<file path="config.mk">
export PLATFORM = sky130hd
export DESIGN_NAME = bist_sequencer
export DESIGN_NICKNAME = d
export VERILOG_FILES = /design/src/rtl/bist_pkg.sv /design/src/rtl/bist_lfsr40.sv /design/src/rtl/bist_sequencer.sv
export SDC_FILE = /design/constraint.sdc
export NUM_CORES = 1
export LEC_CHECK = 0
export BUFFER_PORTS_ARGS = -buffer_cell sky130_fd_sc_hd__buf_2
export CAP_MARGIN = 20
export CORE_MARGIN = 2
export CORE_UTILIZATION = 40
export CTS_BUF_LIST = sky130_fd_sc_hd__clkbuf_8
export CTS_CLUSTER_SIZE = 12
export DETAILED_ROUTE_END_ITERATION = 10
export SKIP_LAST_GASP = 1
export SLEW_MARGIN = 20
export SYNTH_ARGS = -nofsm -noshare
export SYNTH_HDL_FRONTEND = slang
export SYNTH_HIERARCHICAL = 1
export SYNTH_SLANG_ARGS = --single-unit
</file>
<file path="constraint.sdc">
create_clock -name clk -period 6.7 [get_ports clk]
set_input_delay 0.335 -clock clk [delete_from_list [all_inputs] [get_ports clk]]
set_output_delay 0.335 -clock clk [all_outputs]
set_load 0.02 [all_outputs]
</file>
<file path="src/rtl/bist_pkg.sv">
// Shared types, constants and golden arithmetic for the equation-datapath BIST sequencer.
package bist_pkg;

    typedef enum logic [2:0] {
        IDLE  = 3'd0,
        LOAD  = 3'd1,
        APPLY = 3'd2,
        WAIT  = 3'd3,
        CHECK = 3'd4,
        DONE  = 3'd5
    } bist_state_e;

    localparam int unsigned LFSR_W = 40;
    // Fibonacci taps 40,38,21,19 expressed as a mask over q[39:0]
    localparam logic [LFSR_W-1:0] LFSR_TAPS = 40'hA000140000;
    localparam logic [15:0] FAIL_NONE = 16'hFFFF;

    function automatic logic [15:0] golden_a(input logic [7:0] x1, input logic [7:0] x2);
        return (16'(x1) * 16'd3) + (16'(x2) * 16'd5);
    endfunction

    function automatic logic [15:0] golden_b(input logic [7:0] v, input logic [7:0] t,
                                             input logic [7:0] c);
        return (16'(v) * 16'(t)) + 16'(c);
    endfunction

endpackage

</file>
<file path="src/rtl/bist_lfsr40.sv">
// 40-bit Fibonacci LFSR operand source; reloads seed on reset or load, advances on step.
module bist_lfsr40
    import bist_pkg::*;
(
    input  logic              clk,
    input  logic              rst_n,
    input  logic              load,
    input  logic [LFSR_W-1:0] seed,
    input  logic              step,
    output logic [LFSR_W-1:0] q
);

    logic fb_s;

    assign fb_s = ^(q & LFSR_TAPS);

    // Shift register: load has priority over step
    always_ff @(posedge clk) begin
        if (!rst_n) begin
            q <= seed;
        end else if (load) begin
            q <= seed;
        end else if (step) begin
            q <= {q[LFSR_W-2:0], fb_s};
        end else begin
            q <= q;
        end
    end

endmodule

</file>
<file path="src/rtl/bist_sequencer.sv">
// BIST sequencer for the equation datapath: drives LFSR operand sets, checks results, reports pass/fail.
// Optional build macro BIST_EARLY_ABORT_EN ends a run on the first mismatching vector.
module bist_sequencer
    import bist_pkg::*;
#(
    parameter int unsigned       NUM_VECTORS = 64,
    parameter int unsigned       DUT_LATENCY = 1,
    parameter logic [LFSR_W-1:0] SEED        = 40'hA55AC33C96
) (
    input  logic        clk,
    input  logic        rst_n,
    input  logic        start,
    output logic        busy,
    output logic        done,
    output logic        pass,
    output logic [15:0] fail_count,
    output logic [15:0] first_fail_idx,
    output logic [7:0]  x1,
    output logic [7:0]  x2,
    output logic [7:0]  v,
    output logic [7:0]  t,
    output logic [7:0]  c,
    output logic        equation_flag,
    input  logic [15:0] dut_a,
    input  logic [15:0] dut_b
);

    localparam logic [LFSR_W-1:0] SEED_EFF = (SEED == 40'h0) ? 40'h1 : SEED;
    localparam logic [15:0]       LAST_IDX = 16'(NUM_VECTORS - 1);
    localparam logic [3:0]        LAT_LOAD = 4'(DUT_LATENCY);

    bist_state_e       state_r;
    bist_state_e       state_nxt_s;
    logic [LFSR_W-1:0] lfsr_q_s;
    logic              lfsr_load_s;
    logic              lfsr_step_s;
    logic [15:0]       vec_idx_r;
    logic [3:0]        wait_cnt_r;
    logic [15:0]       gold_a_s;
    logic [15:0]       gold_b_s;
    logic [15:0]       fail_cnt_nxt_s;
    logic              mismatch_s;
    logic              last_vec_s;

    assign lfsr_load_s = (state_r == LOAD);
    assign lfsr_step_s = (state_r == CHECK);
    assign gold_a_s    = golden_a(x1, x2);
    assign gold_b_s    = golden_b(v, t, c);
    assign mismatch_s  = (dut_a != gold_a_s) || (dut_b != gold_b_s);
    assign last_vec_s  = (vec_idx_r == LAST_IDX);

    bist_lfsr40 u_lfsr (
        .clk   (clk),
        .rst_n (rst_n),
        .load  (lfsr_load_s),
        .seed  (SEED_EFF),
        .step  (lfsr_step_s),
        .q     (lfsr_q_s)
    );

    // State register
    always_ff @(posedge clk) begin
        if (!rst_n) begin
            state_r <= IDLE;
        end else begin
            state_r <= state_nxt_s;
        end
    end

    // Next-state logic
    always_comb begin
        state_nxt_s = state_r;
        case (state_r)
            IDLE: begin
                if (start) state_nxt_s = LOAD;
                else       state_nxt_s = IDLE;
            end
            LOAD:  state_nxt_s = APPLY;
            APPLY: state_nxt_s = WAIT;
            WAIT: begin
                // <= guards against a zero latency setting stalling forever
                if (wait_cnt_r <= 4'd1) state_nxt_s = CHECK;
                else                    state_nxt_s = WAIT;
            end
            CHECK: begin
`ifdef BIST_EARLY_ABORT_EN
                if (mismatch_s || last_vec_s) state_nxt_s = DONE;
                else                          state_nxt_s = APPLY;
`else
                if (last_vec_s) state_nxt_s = DONE;
                else            state_nxt_s = APPLY;
`endif
            end
            DONE:    state_nxt_s = IDLE;
            default: state_nxt_s = IDLE;
        endcase
    end

    // Saturating failure count including the vector under check
    always_comb begin
        fail_cnt_nxt_s = fail_count;
        if (mismatch_s && (fail_count != 16'hFFFF)) begin
            fail_cnt_nxt_s = fail_count + 16'd1;
        end else begin
            fail_cnt_nxt_s = fail_count;
        end
    end

    // Operand drive, result bookkeeping and handshake outputs
    always_ff @(posedge clk) begin
        if (!rst_n) begin
            busy           <= 1'b0;
            done           <= 1'b0;
            pass           <= 1'b0;
            fail_count     <= 16'd0;
            first_fail_idx <= FAIL_NONE;
            {x1, x2, v, t, c} <= 40'd0;
            equation_flag  <= 1'b0;
            vec_idx_r      <= 16'd0;
            wait_cnt_r     <= 4'd0;
        end else begin
            case (state_r)
                LOAD: begin
                    fail_count     <= 16'd0;
                    vec_idx_r      <= 16'd0;
                    first_fail_idx <= FAIL_NONE;
                    pass           <= 1'b0;
                end
                APPLY: begin
                    {x1, x2, v, t, c} <= lfsr_q_s;
                    equation_flag     <= ~equation_flag;
                    wait_cnt_r        <= LAT_LOAD;
                end
                WAIT: begin
                    wait_cnt_r <= wait_cnt_r - 4'd1;
                end
                CHECK: begin
                    if (mismatch_s) begin
                        fail_count <= fail_cnt_nxt_s;
                        if (first_fail_idx == FAIL_NONE) first_fail_idx <= vec_idx_r;
                    end
                    vec_idx_r <= vec_idx_r + 16'd1;
                    // pass is registered together with done so it is valid on the pulse
                    if (state_nxt_s == DONE) pass <= (fail_cnt_nxt_s == 16'd0);
                end
                default: begin
                end
            endcase
            busy <= (state_nxt_s == LOAD) || (state_nxt_s == APPLY) ||
                    (state_nxt_s == WAIT) || (state_nxt_s == CHECK);
            done <= (state_nxt_s == DONE);
        end
    end

endmodule

</file>
* Yosys cells after proc, flatten, opt, wreduce, memory -nomap -nowiden
Index checks and enable logic that the tools add are counted.
** Storage, ports and cells
- Flip-flop bits (word level) :: 139
- Bits in latches :: 0
- Bits in writable memories :: 0
- ROM bits :: 0
- Memories kept :: 0
** Cells by class
- Add/sub/neg operators :: 5
- Multipliers :: 3
- Div/mod/pow operators :: 0
- Order comparisons :: 1
- Equal/unequal tests :: 17
- Shift operators :: 0
- Muxes and demuxes :: 14
- Bitwise logic cells :: 2
- Reductions and logical operators :: 14
** Operators by type and width (count)
- case mux 16 bit (2 select lines) :: 3
- two-way mux 16 bit :: 4
- XOR reduction 40 bit :: 1
- adder 16 x 1 -> 16 bit (second input constant) :: 2
- adder 16 x 8 -> 16 bit :: 1
- equality test 16 bit (second input constant) :: 1
- equality test 16 x 6 -> 1 bit (second input constant) :: 1
- logical NOT 16 bit :: 1
- multiplier 8 x 8 -> 16 bit :: 1
- inequality test 16 x 12 -> 1 bit :: 1
- inequality test 16 bit :: 1
- inequality test 16 bit (second input constant) :: 1
- case mux 3 bit (5 select lines) :: 1
- adder 10 x 11 -> 12 bit :: 1
- equality test 3 x 2 -> 1 bit (second input constant) :: 4
- multiplier 8 x 3 -> 11 bit (second input constant) :: 1
- multiplier 8 x 2 -> 10 bit (second input constant) :: 1
- equality test 3 bit (second input constant) :: 3
- case mux 4 bit (2 select lines) :: 1
- equality test 3 x 1 -> 1 bit (second input constant) :: 2
- two-way mux 3 bit :: 2
- inequality test 2 x 1 -> 1 bit (second input constant) :: 3
- less-or-equal comparator 4 x 1 -> 1 bit (second input constant) :: 1
- logical OR 1 bit :: 4
- 10 further kinds :: 14

* Longest topological paths before layout
- Word-level depth :: 9
- Depth in mapped cells :: 24

* Hierarchy
The synthesis kept the hierarchy.
** By module, submodules not included
- bist_sequencer :: times used 1, cells an instance 1014, area an instance 8074.0 µm²
- bist_lfsr40 :: times used 1, cells an instance 91, area an instance 1890.6 µm²

* Worst setup path after synthesis
Ideal clock, no wire load.
- Path kind :: reg-to-reg
- From :: register v[5]
- To :: register pass
- Arrival time :: 5.370 ns
- Required time :: 6.631 ns
- Setup slack :: 1.262 ns
- Cell stages (with the launch flop) :: 19
- Buffers on the path :: 1
- Cells stage by stage :: dfxtp_1 clkbuf_1 nand2_1 fa_1 fa_1 fa_1 fa_1 inv_1 ha_1 a21o_1 a31oi_1 a211oi_2 nor2_1 mux2_1 nand4_2 nor2_4 or4_1 a311o_1 o21ai_1
** Between the ends
- Cells in the longest elaborated chain, start to end :: 9
** Ends and longest elaborated chain
- start, declared :: RTL line bist_sequencer.sv:20 : output logic [7:0] v,
- start signal, assigned :: RTL line bist_sequencer.sv:130 : {x1, x2, v, t, c} <= lfsr_q_s;
- multiplier 8 x 8 -> 16 bit :: RTL line bist_pkg.sv:24 : return (16'(v) * 16'(t)) + 16'(c);
- adder 16 x 8 -> 16 bit :: RTL line bist_pkg.sv:24
- inequality test 16 bit :: RTL line bist_sequencer.sv:49 : assign mismatch_s = (dut_a != gold_a_s) || (dut_b != gold_b_s);
- logical OR 1 bit :: RTL line bist_sequencer.sv:49
- logical AND 1 bit :: RTL line bist_sequencer.sv:102 : if (mismatch_s && (fail_count != 16'hFFFF)) begin
- two-way mux 16 bit :: RTL line bist_sequencer.sv:102
- logical NOT 16 bit :: RTL line bist_sequencer.sv:144 : if (state_nxt_s == DONE) pass <= (fail_cnt_nxt_s == 16'd0);
- two-way mux 1 bit :: RTL line bist_sequencer.sv:144
- case mux 1 bit (2 select lines) :: RTL line bist_sequencer.sv:122 : case (state_r)
- end signal, assigned :: RTL line bist_sequencer.sv:144
- end, declared :: RTL line bist_sequencer.sv:15 : output logic pass,
No other way between the ends. The select of a mux whose other input is x is not followed.
A chain may end at the register's enable or synchronous reset.

* Worst setup path in the final report
- From :: register v[4]
- To :: register fail_count[14]
** Between the ends
- Cells in the longest elaborated chain, start to end :: 8
** Ends and longest elaborated chain
- multiplier 8 x 8 -> 16 bit * :: RTL line bist_pkg.sv:24
- adder 16 x 8 -> 16 bit * :: RTL line bist_pkg.sv:24
- inequality test 16 bit * :: RTL line bist_sequencer.sv:49
- logical OR 1 bit * :: RTL line bist_sequencer.sv:49
- logical AND 1 bit :: RTL line bist_sequencer.sv:102
- two-way mux 16 bit :: RTL line bist_sequencer.sv:102
- two-way mux 16 bit :: RTL line bist_sequencer.sv:138 : if (mismatch_s) begin
- case mux 16 bit (2 select lines) :: RTL line bist_sequencer.sv:122
- end signal, assigned :: RTL line bist_sequencer.sv:139 : fail_count <= fail_cnt_nxt_s;
- end, declared :: RTL line bist_sequencer.sv:16 : output logic [15:0] fail_count,
Every way passes the cells marked *; elsewhere a longest branch is shown, timed or not. The select of a mux whose other input is x is not followed.

==> impl_metrics.py <==
metrics = {
    "run_status": {
        "status": "finished clean",
    },
    "clock_network": {
        "cts_resized": 0,
        "cts_post_setup_buffers_inserted": 0,
        "clockBufferDepth": 2,
        "cts_made_buffers": 17,
        "cts.sinks": 139,
        "ctsHtreeMaxLevel": 4,
        "clock_latency_ns": 0.46,
        "path_clk_slew_ns": 0.10,
        "cts_tree": "done",
        "cts-root-buf": "clkbuf_8",
        "ctsHoldBuffers": 0,
    },
    "synth": {
        "yosysWarnings": 6,
        "netlist-cell-type-count": 83,
        "seq_area_frac_synth_pct": 31.94,
        "async_reset_ff_share_pct": 0,
        "avgSynthCellArea_um2": 9.018,
        "synth_edf_count": 40,
        "syn_area_um2": 9965,
        "synth_area_leaders": "dfxtp_1 (20%), edfxtp_1 (12%), fa_1 (11%)",
        "syn_inst": 1105,
        "ys.flop_type": "dfxtp_1",
        "yosys.area.top_type_share_pct": 19.89,
        "synth.ff_latch_count": 139,
        "yosys.area.top_type": "dfxtp_1",
    },
    "layout": {
        "fin_area_um2": 11280,
        "multiInputGateArea_um2": 6266,
        "layout_common_cells": "nand2_1 (177), buf_2 (110), inv_1 (106), dfxtp_1 (99), a21oi_1 (86)",
        "num_antenna_cells": 0,
        "fillCellCount": 2424,
        "final_common_cell": "nand2_1",
        "drive_gt1_share_pct": 17.38,
        "areaGrowthSynthToFinish_pct": 13.20,
        "fin_nets": 1377,
        "regArea_um2": 3183,
    },
    "floorplan": {
        "ios": 111,
        "coreArea_um2": 24390,
        "start_util_pct": 40.85,
        "dieWidth_um": 161.8,
        "die_h_um": 161.8,
        "fp.dieArea_um2": 26190,
        "num_rows": 57,
    },
    "route": {
        "drc": 0,
        "routedWlPerCell_um": 15.50,
        "drtAntennaViolNets": 0,
        "drt_pre_antenna_iters": 5,
        "viasPerCell": 5.165,
        "drt_wl_total_um": 24200,
        "vias": 8062,
        "drt-initial-drc-count": 454,
    },
    "global_route": {
        "grt_pass1_vias": 7877,
        "antenna_found_initial": 0,
        "grt_max_degree": 58,
        "grt_overflow": 0,
        "grt_use_total_pct": 18.92,
        "grt_pass1_wl_um": 40210,
    },
    "power": {
        "switching_share_pct": 33.09,
        "clockPowerShare_pct": 33.6,
        "seqPwrFrac_pct": 45.5,
        "ir_worst_vdd_v": 0.0001179,
        "power.density_nw_per_um2": 197.9,
        "p_int_mw": 1.493,
        "p_leak_nw": 4.911,
        "p_switching_mw": 0.7386,
        "p_comb_share_pct": 20.9,
    },
    "sta": {
        "min_period_ns": 6.177,
        "grt_setup_unrepaired": "no",
        "worst_slack_ns": 0.5228,
        "fin_skew_ns": 0.01815,
        "tightest_slew_ns": 1.062,
        "maxSlewHeadroom_pct": 29.23,
        "setup_viol": 0,
        "hold_viol": 0,
        "fmax_ghz": 0.1619,
        "fin_setup_tns_ns": 0,
        "slew_violations": 0,
        "post-route-period-util_pct": 92.20,
    },
    "worst_setup_path": {
        "rrSetupSlack_ns": 0.52,
        "cp-start-kind": "register",
        "cpLargestDelayFamily": "adder cells",
        "path_cells": "nand2_1, fa_1, inv_1, fa_1, inv_1, fa_1, inv_1, ha_1, ha_1, a21oi_2, o221ai_1, a2111oi_2, nand4_1, nor4_2, nand4_2, o21a_1, nor2_2, o21ai_0, a21oi_1",
        "cp-end-kind": "register",
        "critPathBufInv": 3,
        "worstSetupPathType": "register to register",
        "r2r_cells": 19,
        "endpoint": "fail_count[14]",
        "crit_required_ns": 7.08,
        "max_stage_delay_ns": 0.58,
        "worstSetupStartpoint": "v[4]",
        "crit_arrival_ns": 6.56,
        "cp_num_cells": 19,
        "rr_endpoint": "fail_count[14]",
        "crit_path_top_delay_cell": "dfxtp_1",
        "rr_startpoint": "v[4]",
        "path_max_fanout": 12,
    },
    "placement": {
        "dp_slack_ns": 0.5853,
        "gp_congestion": 0.8745,
        "place_hpwl_um": 17900,
        "place_area_um2": 10850,
        "port_buffers": 110,
    },
    "worst_hold_path": {
        "timing.hold.worst.class": "input pin to register",
    },
    "flow_run": {
        "cap_violations": 0,
    },
}
[worst register-to-register path, delay by kind of cell (launching register included)]
family | cells | cell delay, ns
DFF | 1 | 0.58
and+or+nand+nor | 5 | 1.50
AOI/OAI and AO/OA | 6 | 1.59
buffers and inverters | 3 | 0.14
adders and majority gates | 5 | 2.28
[area by class of cell]
cell class	count	share of cell area, %
tap	324	3.594
inverter	108	3.594
clock buffer	17	2.074
clock inverter	15	1.753
multi-input combinational	843	55.55
sequential	139	28.22
timing repair buffer	115	5.214
[metal layers]
| metal | GRT usage [%] | share of wire, % |
|---|---|---|
| met5 | 0 | 0 |
| met4 | 4.626 | 1.1 |
| met3 | 2.937 | 4.3 |
| met2 | 30.60 | 45 |
| met1 | 26.63 | 49 |
[power by group through the flow]
stage	Combinational, mW	Clock, mW	Sequential (mW)
2_1_floorplan	0.343	0	1.02
3_3_place_gp	0.463	0	1.03
3_5_place_dp	0.469	0	1.04
4_1_cts	0.472	0.771	1.02
5_1_grt	0.522	0.809	1.03
6_report	0.467	0.749	1.02
[worst min path at each step]
| stage | start | to | slack, ns | cells after the start |
|---|---|---|---|---|
| after floorplan | wait_cnt_r[1] | wait_cnt_r[1] | 0.44 | 2 |
| after global placement | c[2] | c[2] | 0.46 | 2 |
| after detailed placement | x1[3] | x1[3] | 0.46 | 2 |
| after CTS | rst_n | first_fail_idx[15] | 0.25 | 2 |
| after global routing | rst_n | first_fail_idx[8] | 0.26 | 2 |
| final | rst_n | first_fail_idx[15] | 0.27 | 2 |
[per-stage QoR]
stage / util [%] / hold WS, ns / total power, mW / std cells
finish: 46.25 / 0.2734 / 2.232 / 1561
CTS: 46.25 / 0.2461 / 2.259 / 1561
detailed placement: 44.48 / 0.4618 / 1.504 / 1529
global placement: 44.48 / 0.4604 / 1.497 / 1529
floorplan: - / 0.4410 / 1.368 / 1143
global route: 46.25 / 0.2610 / 2.358 / 1561
[state kept, by name, indices dropped and copies added (netlist names)]
signal and cells:
equation_flag 1, x2 8, wait_cnt_r 4, c 8, v 8, x1 8
first_fail_idx 16, fail_count 16, state_r 3, busy 1, vec_idx_r 16, done 1
t 8, pass 1, u_lfsr/q 40
[cell families (layout without fill, tap and decap cells)]
logic type	Yosys count	count (layout)	synth area share, %
other cells	2	40	0.07537
compound gates	195	195	12.58
simple gates	404	404	19.64
fa+ha+maj	118	118	19.11
buf+inv	161	255	6.630
flops	139	139	31.94
mux	44	44	6.328
xor+xnor	42	42	3.692
[cells in the mapped netlist (3+ instances only)]
cell type,number
nand2_1,177
inv_1,107
dfxtp_1,99
a21oi_1,86
ha_1,61
nor2_1,60
fa_1,57
edfxtp_1,40
clkbuf_1,39
mux2_4,37
and2_1,30
o21ai_0,30
xnor2_1,30
nand3_1,27
nor3_1,24
nand4_1,17
o22ai_1,17
xor2_1,12
nand3b_1,11
a21o_1,9
and3_1,9
nor4_1,9
buf_2,6
buf_6,6
nor2b_1,6
nand2b_1,5
or2_2,5
a22oi_1,4
o21a_1,4
or3_1,4
a2111oi_0,3
a31oi_1,3
mux2_2,3
mux2i_1,3
o21ai_1,3
o2bb2ai_1,3
Note: power is estimated with default switching activity, not from simulation.
